**config.mk**
```make
export PLATFORM = sky130hd
export DESIGN_NAME = mem_req_scheduler_flat
export DESIGN_NICKNAME = d
export VERILOG_FILES = /design/src/rtl/mem_req_scheduler_if.sv /design/src/rtl/mem_req_scheduler.sv /design/src/flat_wrapper.sv
export SDC_FILE = /design/constraint.sdc
export NUM_CORES = 1
export LEC_CHECK = 0
export CORE_AREA = 2 2 263 265
export CTS_BUF_LIST = sky130_fd_sc_hd__clkbuf_4 sky130_fd_sc_hd__clkbuf_8 sky130_fd_sc_hd__clkbuf_16
export CTS_CLUSTER_SIZE = 30
export DETAILED_ROUTE_END_ITERATION = 6
export DIE_AREA = 0 0 265 267
export GPL_ROUTABILITY_DRIVEN = 0
export MAX_ROUTING_LAYER = met4
export PLACE_DENSITY_LB_ADDON = 0.05
export SYNTH_ARGS = -nofsm -noshare
export SYNTH_HDL_FRONTEND = slang
export SYNTH_SLANG_ARGS = --single-unit
```
**constraint.sdc**
```tcl
create_clock -name clk -period 15.2 [get_ports clk]
set_input_delay 3.04 -clock clk [delete_from_list [all_inputs] [get_ports clk]]
set_output_delay 3.04 -clock clk [all_outputs]
set_load 0.03 [all_outputs]
```
**src/rtl/mem_req_scheduler_if.sv**
```systemverilog
// Requester and memory-port bundle of the memory request scheduler.
//  master : scheduler side (drives req_ready, proc2mem_*, rsp_*, busy, err_tag)
//  slave  : environment side (requesters plus the proc2mem/mem2proc memory port)
// Per-requester fields are packed: requester i owns req_addr[32*i+:32],
// req_data[64*i+:64] and req_idx[IDX_W*i+:IDX_W].
interface mem_req_scheduler_if #(
    parameter int unsigned NUM_REQ = 4,
    parameter int unsigned IDX_W   = 6
);
    // requester side
    logic [NUM_REQ-1:0]         req_valid;
    logic [NUM_REQ-1:0]         req_store;
    logic [NUM_REQ*32-1:0]      req_addr;
    logic [NUM_REQ*64-1:0]      req_data;
    logic [NUM_REQ*IDX_W-1:0]   req_idx;
    logic [NUM_REQ-1:0]         req_ready;

    // memory port
    logic [3:0]                 mem2proc_transaction_tag;
    logic [63:0]                mem2proc_data;
    logic [3:0]                 mem2proc_data_tag;
    logic [1:0]                 proc2mem_command;
    logic [31:0]                proc2mem_addr;
    logic [63:0]                proc2mem_data;

    // load return and status
    logic [NUM_REQ-1:0]         rsp_valid;
    logic [IDX_W-1:0]           rsp_idx;
    logic [63:0]                rsp_data;
    logic                       busy;
    logic                       err_tag;

    modport master (
        input  req_valid, req_store, req_addr, req_data, req_idx,
        input  mem2proc_transaction_tag, mem2proc_data, mem2proc_data_tag,
        output req_ready,
        output proc2mem_command, proc2mem_addr, proc2mem_data,
        output rsp_valid, rsp_idx, rsp_data, busy, err_tag
    );

    modport slave (
        output req_valid, req_store, req_addr, req_data, req_idx,
        output mem2proc_transaction_tag, mem2proc_data, mem2proc_data_tag,
        input  req_ready,
        input  proc2mem_command, proc2mem_addr, proc2mem_data,
        input  rsp_valid, rsp_idx, rsp_data, busy, err_tag
    );
endinterface

```
**src/rtl/mem_req_scheduler.sv**
```systemverilog
// Shares the single proc2mem/mem2proc memory port between NUM_REQ requesters.
// Round-robin grant in IDLE, one command held on the port in ISSUE until the
// memory returns a transaction tag, and a tag table that routes each returned
// block to the requester that issued the load, with its SRAM write index.
// Ports:
//  clk  : system clock
//  rst  : asynchronous reset, active-high
//  bus  : mem_req_scheduler_if.master (requests, memory port, responses, status)
// req_ready and busy are combinational; all other outputs come from registers.
module mem_req_scheduler #(
    parameter int unsigned NUM_REQ = 4,
    parameter int unsigned IDX_W   = 6,
    parameter int unsigned MAX_OUT = 15
) (
    input  logic                 clk,
    input  logic                 rst,
    mem_req_scheduler_if.master  bus
);

    localparam int unsigned TAG_W    = 4;
    localparam int unsigned NUM_TAGS = 16;
    localparam int unsigned ID_W     = (NUM_REQ > 1) ? $clog2(NUM_REQ) : 1;
    localparam int unsigned CNT_W    = $clog2(MAX_OUT + 1);
    localparam logic [CNT_W-1:0] MAX_CNT = CNT_W'(MAX_OUT);
    localparam logic [ID_W-1:0]  LAST_ID = ID_W'(NUM_REQ - 1);

    typedef enum logic [1:0] {
        CMD_NONE  = 2'd0,
        CMD_LOAD  = 2'd1,
        CMD_STORE = 2'd2
    } mem_cmd_e;

    typedef enum logic [0:0] {
        ST_IDLE  = 1'b0,
        ST_ISSUE = 1'b1
    } state_e;

    typedef struct packed {
        logic              valid;
        logic [ID_W-1:0]   id;
        logic [IDX_W-1:0]  idx;
    } tag_entry_t;

    state_e              state_q, state_d;
    logic [ID_W-1:0]     rr_ptr_q;
    logic                iss_store_q;
    logic [31:0]         iss_addr_q;
    logic [63:0]         iss_data_q;
    logic [IDX_W-1:0]    iss_idx_q;
    logic [ID_W-1:0]     iss_id_q;
    tag_entry_t          tbl_q [NUM_TAGS];
    logic [CNT_W-1:0]    out_cnt_q;

    logic [NUM_REQ-1:0]  eligible;
    logic                pick_found;
    logic [ID_W-1:0]     pick_id;
    logic [ID_W-1:0]     cand;
    logic                capture;
    logic                accept;
    logic                accept_load;
    logic                rsp_hit;
    logic                rsp_miss;
    logic                new_slot;
    logic [TAG_W-1:0]    acc_tag;
    logic [TAG_W-1:0]    ret_tag;

    assign acc_tag = bus.mem2proc_transaction_tag;
    assign ret_tag = bus.mem2proc_data_tag;

    // Loads need a free tag slot; stores never occupy one.
    always_comb begin
        for (int unsigned i = 0; i < NUM_REQ; i++) begin
            eligible[i] = bus.req_valid[i] & (bus.req_store[i] | (out_cnt_q < MAX_CNT));
        end
    end

    // First eligible requester scanning upward from rr_ptr with wrap.
    always_comb begin
        pick_found = 1'b0;
        pick_id    = '0;
        cand       = '0;
        for (int unsigned k = 0; k < NUM_REQ; k++) begin
            cand = ID_W'((32'(rr_ptr_q) + k) % NUM_REQ);
            if (!pick_found && eligible[cand]) begin
                pick_found = 1'b1;
                pick_id    = cand;
            end
        end
    end

    assign accept      = (state_q == ST_ISSUE) && (acc_tag != '0);
    assign accept_load = accept && !iss_store_q;
    assign rsp_hit     = (ret_tag != '0) && tbl_q[ret_tag].valid;
    assign rsp_miss    = (ret_tag != '0) && !tbl_q[ret_tag].valid;

    // A load accept claims a new slot unless its tag is still live after this cycle's clear.
    assign new_slot = accept_load &&
                      !(tbl_q[acc_tag].valid && !(rsp_hit && (ret_tag == acc_tag)));

    // FSM state register.
    always_ff @(posedge clk or posedge rst) begin
        if (rst) begin
            state_q <= ST_IDLE;
        end else begin
            state_q <= state_d;
        end
    end

    // FSM next state and grant.
    always_comb begin
        state_d       = state_q;
        bus.req_ready = '0;
        capture       = 1'b0;
        case (state_q)
            ST_IDLE: begin
                if (pick_found) begin
                    bus.req_ready[pick_id] = 1'b1;
                    capture                = 1'b1;
                    state_d                = ST_ISSUE;
                end
            end
            ST_ISSUE: begin
                if (accept) begin
                    state_d = ST_IDLE;
                end
            end
            default: state_d = ST_IDLE;
        endcase
    end

    // Issue registers and round-robin pointer.
    always_ff @(posedge clk or posedge rst) begin
        if (rst) begin
            rr_ptr_q    <= '0;
            iss_store_q <= 1'b0;
            iss_addr_q  <= '0;
            iss_data_q  <= '0;
            iss_idx_q   <= '0;
            iss_id_q    <= '0;
        end else if (capture) begin
            rr_ptr_q    <= (pick_id == LAST_ID) ? '0 : pick_id + ID_W'(1);
            iss_store_q <= bus.req_store[pick_id];
            iss_addr_q  <= bus.req_addr[32*pick_id +: 32];
            iss_data_q  <= bus.req_data[64*pick_id +: 64];
            iss_idx_q   <= bus.req_idx[IDX_W*pick_id +: IDX_W];
            iss_id_q    <= pick_id;
        end
    end

    // Tag table: a returning tag is cleared before an accepted tag is written,
    // so a tag reused in the same cycle ends up holding the new load.
    always_ff @(posedge clk or posedge rst) begin
        if (rst) begin
            for (int unsigned t = 0; t < NUM_TAGS; t++) begin
                tbl_q[t] <= '0;
            end
        end else begin
            if (rsp_hit) begin
                tbl_q[ret_tag].valid <= 1'b0;
            end
            if (accept_load) begin
                tbl_q[acc_tag] <= '{valid: 1'b1, id: iss_id_q, idx: iss_idx_q};
            end
        end
    end

    // Outstanding-load count, saturating at both ends.
    always_ff @(posedge clk or posedge rst) begin
        if (rst) begin
            out_cnt_q <= '0;
        end else if (new_slot && !rsp_hit) begin
            if (out_cnt_q != MAX_CNT) begin
                out_cnt_q <= out_cnt_q + CNT_W'(1);
            end
        end else if (rsp_hit && !new_slot) begin
            if (out_cnt_q != '0) begin
                out_cnt_q <= out_cnt_q - CNT_W'(1);
            end
        end
    end

    // Response routing: single-cycle pulse to the owner of the returned tag.
    always_ff @(posedge clk or posedge rst) begin
        if (rst) begin
            bus.rsp_valid <= '0;
            bus.rsp_idx   <= '0;
            bus.rsp_data  <= '0;
            bus.err_tag   <= 1'b0;
        end else begin
            bus.rsp_valid <= '0;
            if (rsp_hit) begin
                bus.rsp_valid <= NUM_REQ'(1) << tbl_q[ret_tag].id;
                bus.rsp_idx   <= tbl_q[ret_tag].idx;
                bus.rsp_data  <= bus.mem2proc_data;
            end
            if (rsp_miss) begin
                bus.err_tag <= 1'b1;
            end
        end
    end

    // Port drive straight from the issue registers; NONE outside ISSUE.
    assign bus.proc2mem_command = (state_q == ST_ISSUE) ?
                                  (iss_store_q ? CMD_STORE : CMD_LOAD) : CMD_NONE;
    assign bus.proc2mem_addr    = iss_addr_q;
    assign bus.proc2mem_data    = iss_data_q;
    assign bus.busy             = (state_q == ST_ISSUE) || (out_cnt_q != '0);

endmodule

```
**src/flat_wrapper.sv**
```systemverilog
// flat-port wrapper written by rule: the top's interface ports become plain ports
module mem_req_scheduler_flat 
#(
    parameter int unsigned NUM_REQ = 4,
    parameter int unsigned IDX_W   = 6,
    parameter int unsigned MAX_OUT = 15
)
  (clk, rst, bus_req_valid, bus_req_store, bus_req_addr, bus_req_data, bus_req_idx, bus_mem2proc_transaction_tag, bus_mem2proc_data, bus_mem2proc_data_tag, bus_req_ready, bus_proc2mem_command, bus_proc2mem_addr, bus_proc2mem_data, bus_rsp_valid, bus_rsp_idx, bus_rsp_data, bus_busy, bus_err_tag);
  mem_req_scheduler_if #(.NUM_REQ(NUM_REQ), .IDX_W(IDX_W)) bus_i ();
  input  logic clk;
  input  logic rst;
  input wire logic [$bits(bus_i.req_valid)-1:0] bus_req_valid;
  input wire logic [$bits(bus_i.req_store)-1:0] bus_req_store;
  input wire logic [$bits(bus_i.req_addr)-1:0] bus_req_addr;
  input wire logic [$bits(bus_i.req_data)-1:0] bus_req_data;
  input wire logic [$bits(bus_i.req_idx)-1:0] bus_req_idx;
  input wire logic [$bits(bus_i.mem2proc_transaction_tag)-1:0] bus_mem2proc_transaction_tag;
  input wire logic [$bits(bus_i.mem2proc_data)-1:0] bus_mem2proc_data;
  input wire logic [$bits(bus_i.mem2proc_data_tag)-1:0] bus_mem2proc_data_tag;
  output wire logic [$bits(bus_i.req_ready)-1:0] bus_req_ready;
  output wire logic [$bits(bus_i.proc2mem_command)-1:0] bus_proc2mem_command;
  output wire logic [$bits(bus_i.proc2mem_addr)-1:0] bus_proc2mem_addr;
  output wire logic [$bits(bus_i.proc2mem_data)-1:0] bus_proc2mem_data;
  output wire logic [$bits(bus_i.rsp_valid)-1:0] bus_rsp_valid;
  output wire logic [$bits(bus_i.rsp_idx)-1:0] bus_rsp_idx;
  output wire logic [$bits(bus_i.rsp_data)-1:0] bus_rsp_data;
  output wire logic [$bits(bus_i.busy)-1:0] bus_busy;
  output wire logic [$bits(bus_i.err_tag)-1:0] bus_err_tag;
  assign bus_i.req_valid = bus_req_valid;
  assign bus_i.req_store = bus_req_store;
  assign bus_i.req_addr = bus_req_addr;
  assign bus_i.req_data = bus_req_data;
  assign bus_i.req_idx = bus_req_idx;
  assign bus_i.mem2proc_transaction_tag = bus_mem2proc_transaction_tag;
  assign bus_i.mem2proc_data = bus_mem2proc_data;
  assign bus_i.mem2proc_data_tag = bus_mem2proc_data_tag;
  assign bus_req_ready = bus_i.req_ready;
  assign bus_proc2mem_command = bus_i.proc2mem_command;
  assign bus_proc2mem_addr = bus_i.proc2mem_addr;
  assign bus_proc2mem_data = bus_i.proc2mem_data;
  assign bus_rsp_valid = bus_i.rsp_valid;
  assign bus_rsp_idx = bus_i.rsp_idx;
  assign bus_rsp_data = bus_i.rsp_data;
  assign bus_busy = bus_i.busy;
  assign bus_err_tag = bus_i.err_tag;
  mem_req_scheduler #(.NUM_REQ(NUM_REQ), .IDX_W(IDX_W), .MAX_OUT(MAX_OUT)) u_core (.clk(clk), .rst(rst), .bus(bus_i));
endmodule
```
==> results.sh <==
export IMPL_io_pin_count=668
export IMPL_first_pass_iters=5
export IMPL_io_buffer_count=667
export IMPL_syn_area_per_cell_um2=11.7
export IMPL_rsz0062_at_grt="false"
export IMPL_drive_gt1_frac=0.140
export IMPL_min_delay_path_depth=0
export IMPL_synthCells=1399
export IMPL_grt_max_degree=149
export IMPL_fin_hold_ws_ns=0.370
export IMPL_dieArea_mm2=0.0708
export IMPL_hold_violations=0
export IMPL_fin_nets=2511
export IMPL_drv_slew=0
export IMPL_core_mm2=0.0680
export IMPL_routed_wl_mm=69.1
export IMPL_slew_headroom=0.167
export IMPL_vdd_drop_max_mv=0.137
export IMPL_tightest_slew_ns=1.25
export IMPL_synth_area_mm2=0.0164
export IMPL_cts_setup_buffers=0
export IMPL_multi_input_area_mm2=0.00766
export IMPL_cp_end_kind="output port"
export IMPL_synth_top_area_share=0.504
export IMPL_muxShareOfSynthArea=0.276
export IMPL_maxCapViolCount=0
export IMPL_min_period_ns=8.95
export IMPL_h_tree_depth=2
export IMPL_pre_cts_slack_ns=6.25
export IMPL_synthDominantAreaCellType="dfrtp_1"
export IMPL_p_leak_nw=11.2
export IMPL_synthAdderAreaFrac=0.00579
export IMPL_synthDistinctLibCells=56
export IMPL_cts_sinks=331
export IMPL_cts_buffers=43
export IMPL_postCtsHoldBufs=0
export IMPL_grt_first_pass_wirelength_mm=101
export IMPL_antenna_found_initial=11
export IMPL_finalClockSkew_ns=0.0183
export IMPL_seq_area_mm2=0.00828
export IMPL_grt_pass1_vias=14400
export IMPL_std_cell_rows=96
export IMPL_setup_viol=0
export IMPL_drc=0
export IMPL_cp_data_arrival_time_ns=5.91
export IMPL_ys_ff_latch=331
export IMPL_status="complete, no violations"
export IMPL_crit_required_ns=12.16
export IMPL_synth_xor_area_share=0.00373
export IMPL_setup_worst_path_start_class="input pin"
export IMPL_grtUsageTotal=0.197
export IMPL_area_growth_pct=54.8
export IMPL_postLayoutSetupSlackWorst_ns=6.25
export IMPL_num_fill_cells=6600
export IMPL_syn_num_nets=1896
export IMPL_yosys_area_share_simple=0.102
export IMPL_hold_class="reg2reg"
export IMPL_crit_type="in2out"
export IMPL_start_util=0.242
export IMPL_power_density_mw_per_mm2=199
export IMPL_clk_pin_slew_ns=0.05
export IMPL_clock_latency_ns=0.58
export IMPL_synth_compound_area_frac=0.0747
export IMPL_synth_area_top_cells="dfrtp_1, mux2i_1, mux2_2"
export IMPL_synth_top_family_by_area="multiplexers"
export IMPL_synth_yosys_warnings=0
export IMPL_synth_top_flop_cell="dfrtp_1"
export IMPL_dieHeight_um=267
export IMPL_routed_wire_length_per_instance_um=23.5
export IMPL_ff2ff_setup_slack_ns=11.25
export IMPL_synth_yosys_seq_area_share=0.504
export IMPL_globalRouteOverflowTotal=0
export IMPL_min_period_over_period=0.589
export IMPL_drt_initial_drc_count=725
export IMPL_ant_nets=0
export IMPL_post_cts_resized=0
export IMPL_tns_ns=0
export IMPL_clockBufferDepth=3
export IMPL_synth_enable_flop_cells=0
export IMPL_vias=13500
export IMPL_fp_dieW_um=265
export IMPL_vias_per_cell=4.60
export IMPL_cts_tree="built"
export IMPL_place_hpwl_mm=50.5
export IMPL_fmaxAchievable_ghz=0.112
export IMPL_reg2reg_depth=8
export IMPL_root_buffer="clkbuf_16"
export IMPL_path_max_fanout=45
export IMPL_async_reset_ff_frac=1.00
sequential cells by signal, indices dropped and copies added, names as in the netlist:
name,cells
u_core.bus.rsp_data,64
u_core.bus.rsp_valid,4
u_core.tbl_q,144
u_core.bus.rsp_idx,6
u_core.iss_store_q,1
u_core.bus.err_tag,1
u_core.state_q,1
u_core.bus.proc2mem_addr,32
u_core.iss_idx_q,6
u_core.iss_id_q,2
u_core.out_cnt_q,4
u_core.bus.proc2mem_data,64
u_core.rr_ptr_q,2
metrics by stage:
stage	util	power [W]	area [um2]	cells
2_1_floorplan	-	0.00301	16400	1399
3_3_place_gp	0.351	0.00398	23900	2851
3_5_place_dp	0.351	0.00400	23900	2851
4_1_cts	0.374	0.00516	25400	2928
5_1_grt	0.374	0.00538	25400	2938
6_report	0.374	0.00507	25400	2938
path summary, 6_finish.rpt:
check                               startpoint                      endpoint
setup reg to reg           u_core.out_cnt_q[0]  u_core.bus.proc2mem_data[31]
hold / removal               u_core.tbl_q[138]             u_core.tbl_q[138]
max in group asynchronous                  rst        u_core.bus.rsp_data[4]
min in group asynchronous                  rst   u_core.bus.proc2mem_data[5]
setup / recovery              bus_req_store[2]              bus_req_ready[3]
hold reg to reg              u_core.tbl_q[138]             u_core.tbl_q[138]
cells in the final DEF, fill, tap and decap left out, types with 5 or more instances in the layout:
cell and count:
o21ai_0 15, inv_1 8, ha_1 6, or2_2 6, mux2_2 121, bufinv_16 6
clkdlybuf4s50_1 665, clkbuf_8 10, o221ai_2 5, and2_1 7, xnor2_1 6, clkbuf_4 10
clkbuf_16 43, diode_2 10, dfrtp_1 331, nand2b_1 6, nor2_1 9, mux2i_1 214
mux4_2 45, o221ai_1 98, nor2b_1 5, nand2_1 346, buf_4 9
layer usage:
layer / share of wire / track usage / vias up
met5: 0 / - / -
met4: 0.016 / 0.0379 / 0
met3: 0.063 / 0.0483 / 71
met2: 0.52 / 0.343 / 419
met1: 0.41 / 0.231 / 6725
li1: - / - / 6301
logic make-up after synthesis:
kind of cell / count (synthesis)
compound gates: 146
xor+xnor: 7
fa+ha+maj: 7
buf+inv: 120
flops: 331
mux: 382
simple gates: 406
worst max-delay path, cell delays in order:
cell and delay, ns:
clkdlybuf4s50_1 0.43, o21ai_2 0.26, mux2i_1 0.17, a211oi_4 0.27, buf_4 0.66, ha_1 0.27
and2_1 0.13, clkdlybuf4s50_1 0.68
cell usage after synthesis (all sizes together) (5+ instances only):
library cell / n
o21ai: 20
nor2b: 5
buf: 64
nor3: 6
and2: 7
o221ai: 103
nor2: 9
clkbuf: 44
nand2: 348
xnor2: 6
mux2i: 214
dfrtp: 331
inv: 12
or2: 6
ha: 6
mux4: 45
mux2: 123
nand2b: 6
power by group:
| part | switching (W) | internal (W) |
|---|---|---|
| registers | 0.000272 | 0.00129 |
| clock network | 0.000427 | 0.000692 |
| logic | 0.00133 | 0.00105 |
area by class of cell:
class	count	share of cell area
sequential	331	0.325
multi-input combinational	948	0.301
timing repair buffer	678	0.266
clock buffer	63	0.0506
tap	882	0.0434
clock inverter	14	0.0102
inverter	12	0.00206
antenna	10	0.000983
No activity file was read; power rests on OpenSTA's default activity.
